[config.mk]
export PLATFORM = sky130hd
export DESIGN_NAME = fp_issue
export DESIGN_NICKNAME = d
export VERILOG_FILES = /design/src/rtl/fp_issue_pkg.sv /design/src/rtl/fp_res_fifo.sv /design/src/rtl/fp_issue.sv
export SDC_FILE = /design/constraint.sdc
export NUM_CORES = 1
export LEC_CHECK = 0
export CAP_MARGIN = 30
export CORE_ASPECT_RATIO = 0.5
export CORE_MARGIN = 2
export CORE_UTILIZATION = 45
export DETAILED_ROUTE_END_ITERATION = 12
export PLACE_DENSITY = 0.77
export SLEW_MARGIN = 40
export SYNTH_ARGS = -nofsm -noshare
export SYNTH_HDL_FRONTEND = slang
export SYNTH_HIERARCHICAL = 1
export SYNTH_SLANG_ARGS = --single-unit
export TNS_END_PERCENT = 100
[constraint.sdc]
create_clock -name clk -period 2.6 [get_ports clk]
set_input_delay 0.52 -clock clk [delete_from_list [all_inputs] [get_ports clk]]
set_output_delay 0.52 -clock clk [all_outputs]
set_load 0.01 [all_outputs]
[src/rtl/fp_issue_pkg.sv]
// fp_issue_pkg: shared FP types used by the issue/credit block and its result buffer.
`default_nettype none

package fp_issue_pkg;

  typedef logic [31:0] Float32;

  typedef struct packed {
    logic   op;
    Float32 a;
    Float32 b;
  } FpIssueReq;

endpackage

`default_nettype wire

[src/rtl/fp_res_fifo.sv]
// fp_res_fifo: result buffer for the FP pipeline; drops and flags pushes that find it full.
`default_nettype none

module fp_res_fifo
  import fp_issue_pkg::*;
#(
  parameter int DEPTH = 4
) (
  input  logic        clk,
  input  logic        rst,
  input  logic        push_i,
  input  logic [31:0] data_i,
  input  logic        pop_i,
  output logic [31:0] data_o,
  output logic        full_o,
  output logic        empty_o,
  output logic        overflow_o
);

  localparam int AW = $clog2(DEPTH);
  localparam int OW = AW + 1;
  localparam logic [OW-1:0] FULL_OCC = OW'(DEPTH);

  Float32        mem_q [DEPTH];
  logic [AW-1:0] wptr_q, wptr_d;
  logic [AW-1:0] rptr_q, rptr_d;
  logic [OW-1:0] occ_q, occ_d;
  logic          ovf_q, ovf_d;
  logic          do_push, do_pop;

  assign empty_o    = (occ_q == '0);
  assign full_o     = (occ_q == FULL_OCC);
  assign overflow_o = ovf_q;
  assign data_o     = mem_q[rptr_q];

  // A full buffer still accepts a push when a pop frees a slot in the same cycle.
  assign do_pop  = pop_i & ~empty_o;
  assign do_push = push_i & (~full_o | do_pop);

  always_comb begin
    wptr_d = wptr_q;
    rptr_d = rptr_q;
    occ_d  = occ_q;
    ovf_d  = ovf_q;
    if (do_push) wptr_d = wptr_q + AW'(1);
    if (do_pop)  rptr_d = rptr_q + AW'(1);
    if (do_push && !do_pop)      occ_d = occ_q + OW'(1);
    else if (!do_push && do_pop) occ_d = occ_q - OW'(1);
    if (push_i && !do_push) ovf_d = 1'b1;
  end

  always_ff @(posedge clk) begin
    if (rst) begin
      wptr_q <= '0;
      rptr_q <= '0;
      occ_q  <= '0;
      ovf_q  <= 1'b0;
    end else begin
      wptr_q <= wptr_d;
      rptr_q <= rptr_d;
      occ_q  <= occ_d;
      ovf_q  <= ovf_d;
    end
  end

  always_ff @(posedge clk) begin
    if (do_push) mem_q[wptr_q] <= data_i;
  end

endmodule

`default_nettype wire

[src/rtl/fp_issue.sv]
// fp_issue: credit-based issue of add/sub requests into an FP pipeline with an in-order result buffer.
`default_nettype none

module fp_issue
  import fp_issue_pkg::*;
#(
  parameter int DEPTH = 4,
  parameter int LAT   = 2
) (
  input  logic        clk,
  input  logic        rst,
  input  logic        in_valid,
  output logic        in_ready,
  input  logic        in_op,
  input  logic [31:0] in_a,
  input  logic [31:0] in_b,
  output logic        fp_flag_i,
  output logic        fp_op,
  output logic [31:0] fp_a,
  output logic [31:0] fp_b,
  input  logic        fp_flag_o,
  input  logic [31:0] fp_c,
  output logic        out_valid,
  input  logic        out_ready,
  output logic [31:0] out_c,
  output logic        overflow
);

  localparam int CW = $clog2(DEPTH) + 1;
  localparam logic [CW-1:0] DEPTH_C = CW'(DEPTH);

  if (DEPTH < 2 || DEPTH > 16 || (DEPTH & (DEPTH - 1)) != 0 || LAT < 1) begin : g_bad_param
    $error("fp_issue: DEPTH must be a power of two in 2..16 and LAT at least 1");
  end

  FpIssueReq     req;
  logic [CW-1:0] cnt_q, cnt_d;
  logic          issue, pop, full, empty;

  assign req       = '{op: in_op, a: in_a, b: in_b};
  assign fp_op     = req.op;
  assign fp_a      = req.a;
  assign fp_b      = req.b;

  // Credits cover both in-flight ops and buffered results, so the buffer can never be overrun.
  assign in_ready  = (cnt_q < DEPTH_C);
  assign issue     = in_valid & in_ready;
  assign fp_flag_i = issue;
  assign out_valid = ~empty;
  assign pop       = out_valid & out_ready;

  always_comb begin
    cnt_d = cnt_q;
    unique case ({issue, pop})
      2'b10:   cnt_d = cnt_q + CW'(1);
      2'b01:   cnt_d = cnt_q - CW'(1);
      default: cnt_d = cnt_q;
    endcase
  end

  always_ff @(posedge clk) begin
    if (rst) cnt_q <= '0;
    else     cnt_q <= cnt_d;
  end

  fp_res_fifo #(
    .DEPTH(DEPTH)
  ) u_fifo (
    .clk       (clk),
    .rst       (rst),
    .push_i    (fp_flag_o),
    .data_i    (fp_c),
    .pop_i     (pop),
    .data_o    (out_c),
    .full_o    (full),
    .empty_o   (empty),
    .overflow_o(overflow)
  );

  a_full_has_credits: assert property (@(posedge clk) disable iff (rst) full |-> (cnt_q == DEPTH_C));

endmodule

`default_nettype wire

==> flow_summary_export.csv, run 1 <==
group,metric,value,unit
run_status,status,"completed",
global_route,antenna_found_initial,0,
finish,fin_nets,447,
clocking,htree_levels,4,
timing,slew_viol_final,0,
pwr,swShare,25.0,%
drt,via_count,2592,
floorplanning,die_x,164,um
global_route,grt_pass1_wl,17600,um
drt,finalWirelength,11900,um
floorplanning,core_area,0.0126,mm^2
timing,hold-worst-slack,0.478,ns
worst_setup_path,r2r-start,"u_fifo/occ_q[0]$_SDFFE_PP0P_",
timing,final_hold_viol_count,0,
pwr,power.internal,0.00490,W
place,globalplace.congestion,0.834,
min_path,min_to,"u_fifo/overflow_o$_SDFFE_PP0P_",
timing,rsz0062_at_grt,"no",
finish,seq_area,0.00411,mm^2
clocking,clockRootBuffer,"clkbuf_16",
worst_setup_path,startpoint_type,"flop",
finish,fin_util,55.2,%
clocking,ctsHoldBuffers,0,
logic_synthesis,avgSynthCellArea,19.0,um^2
timing,period_needed,2.54,ns
finish,drive_above_1_share,22.3,%
pwr,netSwitchingPower,0.00164,W
floorplanning,die_y,84.2,um
global_route,grt.overflow.total,0,
worst_setup_path,path_max_fanout,16,
worst_setup_path,reg2reg_setup_slack,0.15,ns
timing,fin_tns_setup,0,ns
clocking,numCtsBuffers,17,
clocking,insertion_delay,0.41,ns
logic_synthesis,syn_inst,305,
floorplanning,row_count,29,
timing,setup_viol,0,
worst_setup_path,critical_path_buf_inv_count,2,
drt,postRouteAntennaNets,0,
timing,relSlewSlack,66.8,%
worst_setup_path,r2r-end,"u_fifo/occ_q[2]$_SDFFE_PP0P_",
drt,drt_iter0_markers,176,
logic_synthesis,synth_nets,415,
clocking,cts.clk_slew.worst_paths,0.05,ns
pwr,comb_power_share,24.6,%
min_path,hold_depth,2,
finish,multi_input_area,0.00111,mm^2
pwr,power_leakage,2.45,nW
pwr,p_seq_share,43.9,%
place,port_buffers,72,
worst_setup_path,end_kind,"output pin",
drt,dr.pass1.iters,4,
logic_synthesis,synth_warnings,6,
job,max-cap-violations,0,
worst_setup_path,r2r_cells,10,
worst_setup_path,cp_cell_sequence,"buf_16 -> mux4_2 -> clkdlybuf4s50_1",
logic_synthesis,syn-cell-area,0.00578,mm^2
floorplanning,io_pins,203,
timing,min_period_over_period,97.8,%
finish,diodes,0,
global_route,grt_max_degree,33,
finish,syn2layout_area_growth,20.1,%
floorplanning,die-area,0.0138,mm^2
worst_setup_path,slowest_delay,0.52,ns
pwr,clock_power_share,31.5,%
drt,drt-wirelength-per-cell,22.8,um
timing,worst_pin_slew,0.497,ns
clocking,clk_path_buf_depth,2,
floorplanning,start_util,45.9,%
worst_setup_path,critPathRequiredTime,2.08,ns
drt,remaining_drc_errors,0,
place,hpwl,8240,um
finish,fill_cells,891,
global_route,first_global_vias,2822,
worst_setup_path,crit_family,"buffers and inverters",
worst_setup_path,cp.arrival,2.02,ns
global_route,track_usage,18.1,%
clocking,clkSinkCount,141,
pwr,vdd_drop_max,0.554,mV
worst_setup_path,crit_type,"reg -> out",
pwr,powerDensity,942,mW/mm^2
clocking,cts_tree,"built",
timing,finClkSkew,0.00772,ns
min_path,hold_class,"reg -> reg",
min_path,hold_start,"u_fifo/overflow_o$_SDFFE_PP0P_",
worst_setup_path,crit_slowest_cell,"mux4_2",
drt,viasPerCell,4.98,
timing,max_freq,0.393,GHz
==> power groups by stage <==
stage | Combinational [W] | Sequential, W | Clock (W)
after detailed placement | 0.00160 | 0.00290 | 0
after global routing | 0.00174 | 0.00289 | 0.00220
final | 0.00161 | 0.00287 | 0.00206
after floorplan | 0.000995 | 0.00286 | 0
after global placement | 0.00154 | 0.00287 | 0
after CTS | 0.00165 | 0.00287 | 0.00209
==> layout make-up <==
type / count / share of cell area [%]
tap: 170 / 3.06
clock buffer: 28 / 7.01
sequential: 141 / 59.2
timing repair buffer: 87 / 14.0
multi-input combinational: 81 / 16.0
inverter: 9 / 0.486
clock inverter: 4 / 0.270
==> worst max path at each step <==
stage,from,endpoint,cells past startpoint
after detailed placement,out_ready,u_fifo/occ_q[2]$_SDFFE_PP0P_,10
after global placement,out_ready,u_fifo/occ_q[2]$_SDFFE_PP0P_,10
after CTS,flop,out_c[27],3
after global routing,flop,out_c[5],3
after floorplan,out_ready,u_fifo/occ_q[2]$_SDFFE_PP0P_,10
final,flop,out_c[16],3
==> timing repair <==
item | 4_1_cts | 5_1_grt
cloned | 1 | 0
pin swaps | 0 | 0
endpoints found under the setup margin | 29 | 20
setup buffers | 0 | 1
resized for setup | 3 | 21
==> placed cells by master (no fill, tap or decap), types with 8 or more instances in the layout <==
master           instances
clkdlybuf4s50_1         52
dfxtp_1                 12
nor2_1                  11
dlymetal6s2s_1          19
clkbuf_16               17
clkbuf_1                 9
mux4_2                  32
buf_4                    8
inv_1                    9
edfxtp_1               128
==> per-stage QoR <==
step | setup WS [ns] | total power, W | cells | area (um^2)
CTS | 0.00175 | 0.00661 | 519 | 6880
detailed placement | -0.235 | 0.00450 | 486 | 6350
global route | 0.000381 | 0.00683 | 520 | 6940
global placement | -0.0588 | 0.00441 | 486 | 6350
floorplan | 0.288 | 0.00386 | 305 | 5780
finish | 0.0561 | 0.00654 | 520 | 6940
==> state kept, by name, summed over array words and instances (netlist names), named ones only <==
| name | count |
|---|---|
| cnt_q | 3 |
| u_fifo/mem_q | 128 |
| u_fifo/occ_q | 3 |
| u_fifo/overflow_o | 1 |
| u_fifo/rptr_q | 2 |
| u_fifo/wptr_q | 2 |
==> worst min-delay path: stages, from the launching register on <==
cell and delay [ns]:
dfxtp_1 0.32, a21oi_1 0.05, nor2_1 0.07
==> layer usage <==
| layer | up-vias | GRT usage (%) | wire length (um) |
|---|---|---|---|
| met3 | 16 | 10.7 | 1560 |
| met5 | - | 0 | 0 |
| li1 | 1174 | - | - |
| met1 | 1271 | 18.4 | 3840 |
| met4 | 0 | 7.26 | 195 |
| met2 | 131 | 30.4 | 6260 |
Power figures use the tool's default switching activity.
==> inputs of run 2 (changes only) <==
--- a/config.mk
+++ b/config.mk
@@ -7,9 +7,10 @@
 export LEC_CHECK = 0
 export CAP_MARGIN = 30
 export CORE_ASPECT_RATIO = 0.5
-export CORE_MARGIN = 2
+export CORE_MARGIN = 5
 export CORE_UTILIZATION = 45
 export DETAILED_ROUTE_END_ITERATION = 12
+export MAX_ROUTING_LAYER = met4
 export PLACE_DENSITY = 0.77
 export SLEW_MARGIN = 40
 export SYNTH_ARGS = -nofsm -noshare
==> constraint.sdc (replaced) <==
create_clock -name clk -period 2.55 [get_ports clk]
set_input_delay 0.51 -clock clk [delete_from_list [all_inputs] [get_ports clk]]
set_output_delay 0.51 -clock clk [all_outputs]
set_load 0.01 [all_outputs]
==> flow_summary_export.csv, run 2 (synthesis gave the netlist of run 1 again) <==
group,metric,value,unit
drt,finalWirelength,12700,um
clocking,htree_levels,4,
pwr,vdd_drop_max,0.587,mV
place,place_area,0.00635,mm^2
job,max-cap-violations,0,
clocking,cts.clk_slew.worst_paths,0.05,ns
clocking,clk_path_buf_depth,2,
timing,rsz0062_at_grt,"no",
timing,min_period_over_period,96.0,%
drt,dr.pass1.iters,4,
min_path,hold_start,"u_fifo/overflow_o$_SDFFE_PP0P_",
finish,final_common_cell,"edfxtp_1",
run_status,status,"completed",
finish,final_area,0.00696,mm^2
timing,finClkSkew,0.00396,ns
clocking,numCtsBuffers,17,
worst_setup_path,crit_family,"simple AND/OR/NAND/NOR gates",
worst_setup_path,critical_path_buf_inv_count,1,
timing,worst_pin_slew,0.610,ns
worst_setup_path,end_kind,"flop",
timing,period_needed,2.45,ns
global_route,grt.overflow.total,0,
place,port_buffers,72,
worst_setup_path,slowest_delay,0.48,ns
worst_setup_path,critPathRequiredTime,2.88,ns
clocking,clkSinkCount,141,
finish,fin_nets,448,
clocking,insertion_delay,0.41,ns
worst_setup_path,crit_slowest_cell,"dfxtp_1",
worst_setup_path,reg2reg_setup_slack,0.10,ns
floorplanning,io_pins,203,
drt,via_count,2653,
drt,viasPerCell,5.09,
drt,postRouteAntennaNets,0,
pwr,power_leakage,2.36,nW
clocking,clockRootBuffer,"clkbuf_16",
worst_setup_path,cp_cell_sequence,"nor3_1 -> nor2b_1 -> nor4b_2 -> nor2b_1 -> ha_1 -> inv_1 -> fa_1 -> xor2_1 -> or3_1 -> a21oi_1",
worst_setup_path,cp.arrival,2.78,ns
finish,layout_common_cells,"edfxtp_1 (128), clkdlybuf4s50_1 (40), dlygate4sd2_1 (32), mux4_2 (32), clkbuf_16 (17)",
floorplanning,core_area,0.0126,mm^2
drt,remaining_drc_errors,0,
floorplanning,row_count,29,
worst_setup_path,cp-startpoint,"u_fifo/occ_q[0]$_SDFFE_PP0P_",
pwr,fin_total_pwr,0.00698,W
global_route,grt_pass1_wl,18700,um
timing,max_freq,0.408,GHz
place,hpwl,8790,um
finish,fill_cells,907,
floorplanning,start_util,45.8,%
worst_setup_path,cp_common_cell,"nor2b_1",
timing,slew_viol_final,0,
clocking,ctsHoldBuffers,0,
clocking,cts_tree,"built",
place,globalplace.congestion,0.827,
drt,drt-wirelength-per-cell,24.4,um
worst_setup_path,startpoint_type,"flop",
floorplanning,die_x,170,um
floorplanning,die_y,90.2,um
worst_setup_path,crit_type,"reg -> reg",
worst_setup_path,path_max_fanout,6,
global_route,antenna_found_initial,0,
drt,drt_iter0_markers,193,
global_route,grt_max_degree,33,
finish,reg_top3,"u_fifo/mem_q x128, cnt_q x3, u_fifo/occ_q x3",
worst_setup_path,r2r-start,"u_fifo/occ_q[0]$_SDFFE_PP0P_",
timing,setup_viol,0,
global_route,first_global_vias,2896,
pwr,powerDensity,1000,mW/mm^2
timing,final_hold_viol_count,0,
min_path,hold_class,"reg -> reg",
finish,diodes,0,
finish,syn2layout_area_growth,20.3,%
finish,top_register,"u_fifo/mem_q",
floorplanning,die-area,0.0154,mm^2
global_route,track_usage,17.3,%
finish,fin_util,55.1,%
finish,drive_above_1_share,23.6,%
finish,largest_reg_flops,128,
timing,relSlewSlack,58.8,%
==> run 2: worst reg2reg max path, delay by kind of cell (launching register included) <==
| kind | cells | cell delay (ns) |
|---|---|---|
| AOI/OAI and AO/OA | 1 | 0.16 |
| and+or+nand+nor | 5 | 0.91 |
| xor gates and xnor gates | 1 | 0.17 |
| buffers and inverters | 1 | 0.06 |
| adders and majority gates | 2 | 0.58 |
| DFF | 1 | 0.48 |
==> run 2: final cells by class <==
class | instances | area, um^2 | area share (%)
sequential | 141 | 4110 | 59.0
multi-input combinational | 81 | 1100 | 15.8
timing repair buffer | 88 | 896 | 12.9
clock buffer | 18 | 429 | 6.17
tap | 170 | 213 | 3.06
clock inverter | 14 | 175 | 2.52
inverter | 9 | 33.8 | 0.486
==> run 2: repair_timing <==
action                     in CTS  in global routing
setup endpoints to repair      32                  0
buffers inserted                1                  0
gates resized for setup        34                  0
==> run 2: routing by layer <==
| metal | global-route usage [%] | share of wire [%] | up-vias |
|---|---|---|---|
| li1 | - | - | 1172 |
| met1 | 15.5 | 31 | 1350 |
| met2 | 31.0 | 57 | 122 |
| met3 | 9.33 | 12 | 9 |
| met4 | 5.38 | 0.78 | 0 |
| met5 | - | 0 | - |
==> run 2: power by group <==
part / switching, W / internal (W)
clock: 0.000871 / 0.00162
combinational: 0.000744 / 0.000821
sequential: 0.000123 / 0.00280
total: 0.00174 / 0.00524
==> run 2: path summary, 6_finish.rpt <==
kind | endpoint | cells past startpoint
hold reg to reg | u_fifo/overflow_o$_SDFFE_PP0P_ | 2
hold / removal | u_fifo/overflow_o$_SDFFE_PP0P_ | 2
setup / recovery | u_fifo/occ_q[2]$_SDFFE_PP0P_ | 10
setup reg to reg | u_fifo/occ_q[2]$_SDFFE_PP0P_ | 10
==> run 2: stage by stage <==
| step | setup WS (ns) | cells | hold WS (ns) | setup TNS, ns |
|---|---|---|---|---|
| after floorplan | 0.248 | 305 | 0.453 | 0 |
| after global placement | -0.0768 | 487 | 0.456 | -0.0768 |
| after detailed placement | -0.238 | 487 | 0.477 | -0.323 |
| after CTS | 0.0624 | 521 | 0.488 | 0 |
| after global routing | 0.00458 | 521 | 0.524 | 0 |
| final | 0.101 | 521 | 0.484 | 0 |
==> inputs of run 3 (changes only) <==
--- a/config.mk
+++ b/config.mk
@@ -5,7 +5,6 @@
 export SDC_FILE = /design/constraint.sdc
 export NUM_CORES = 1
 export LEC_CHECK = 0
-export CAP_MARGIN = 30
 export CORE_ASPECT_RATIO = 0.5
 export CORE_MARGIN = 5
 export CORE_UTILIZATION = 45
==> results of run 3 <==
Final layout, timing and power as in run 2 (identical DEF).
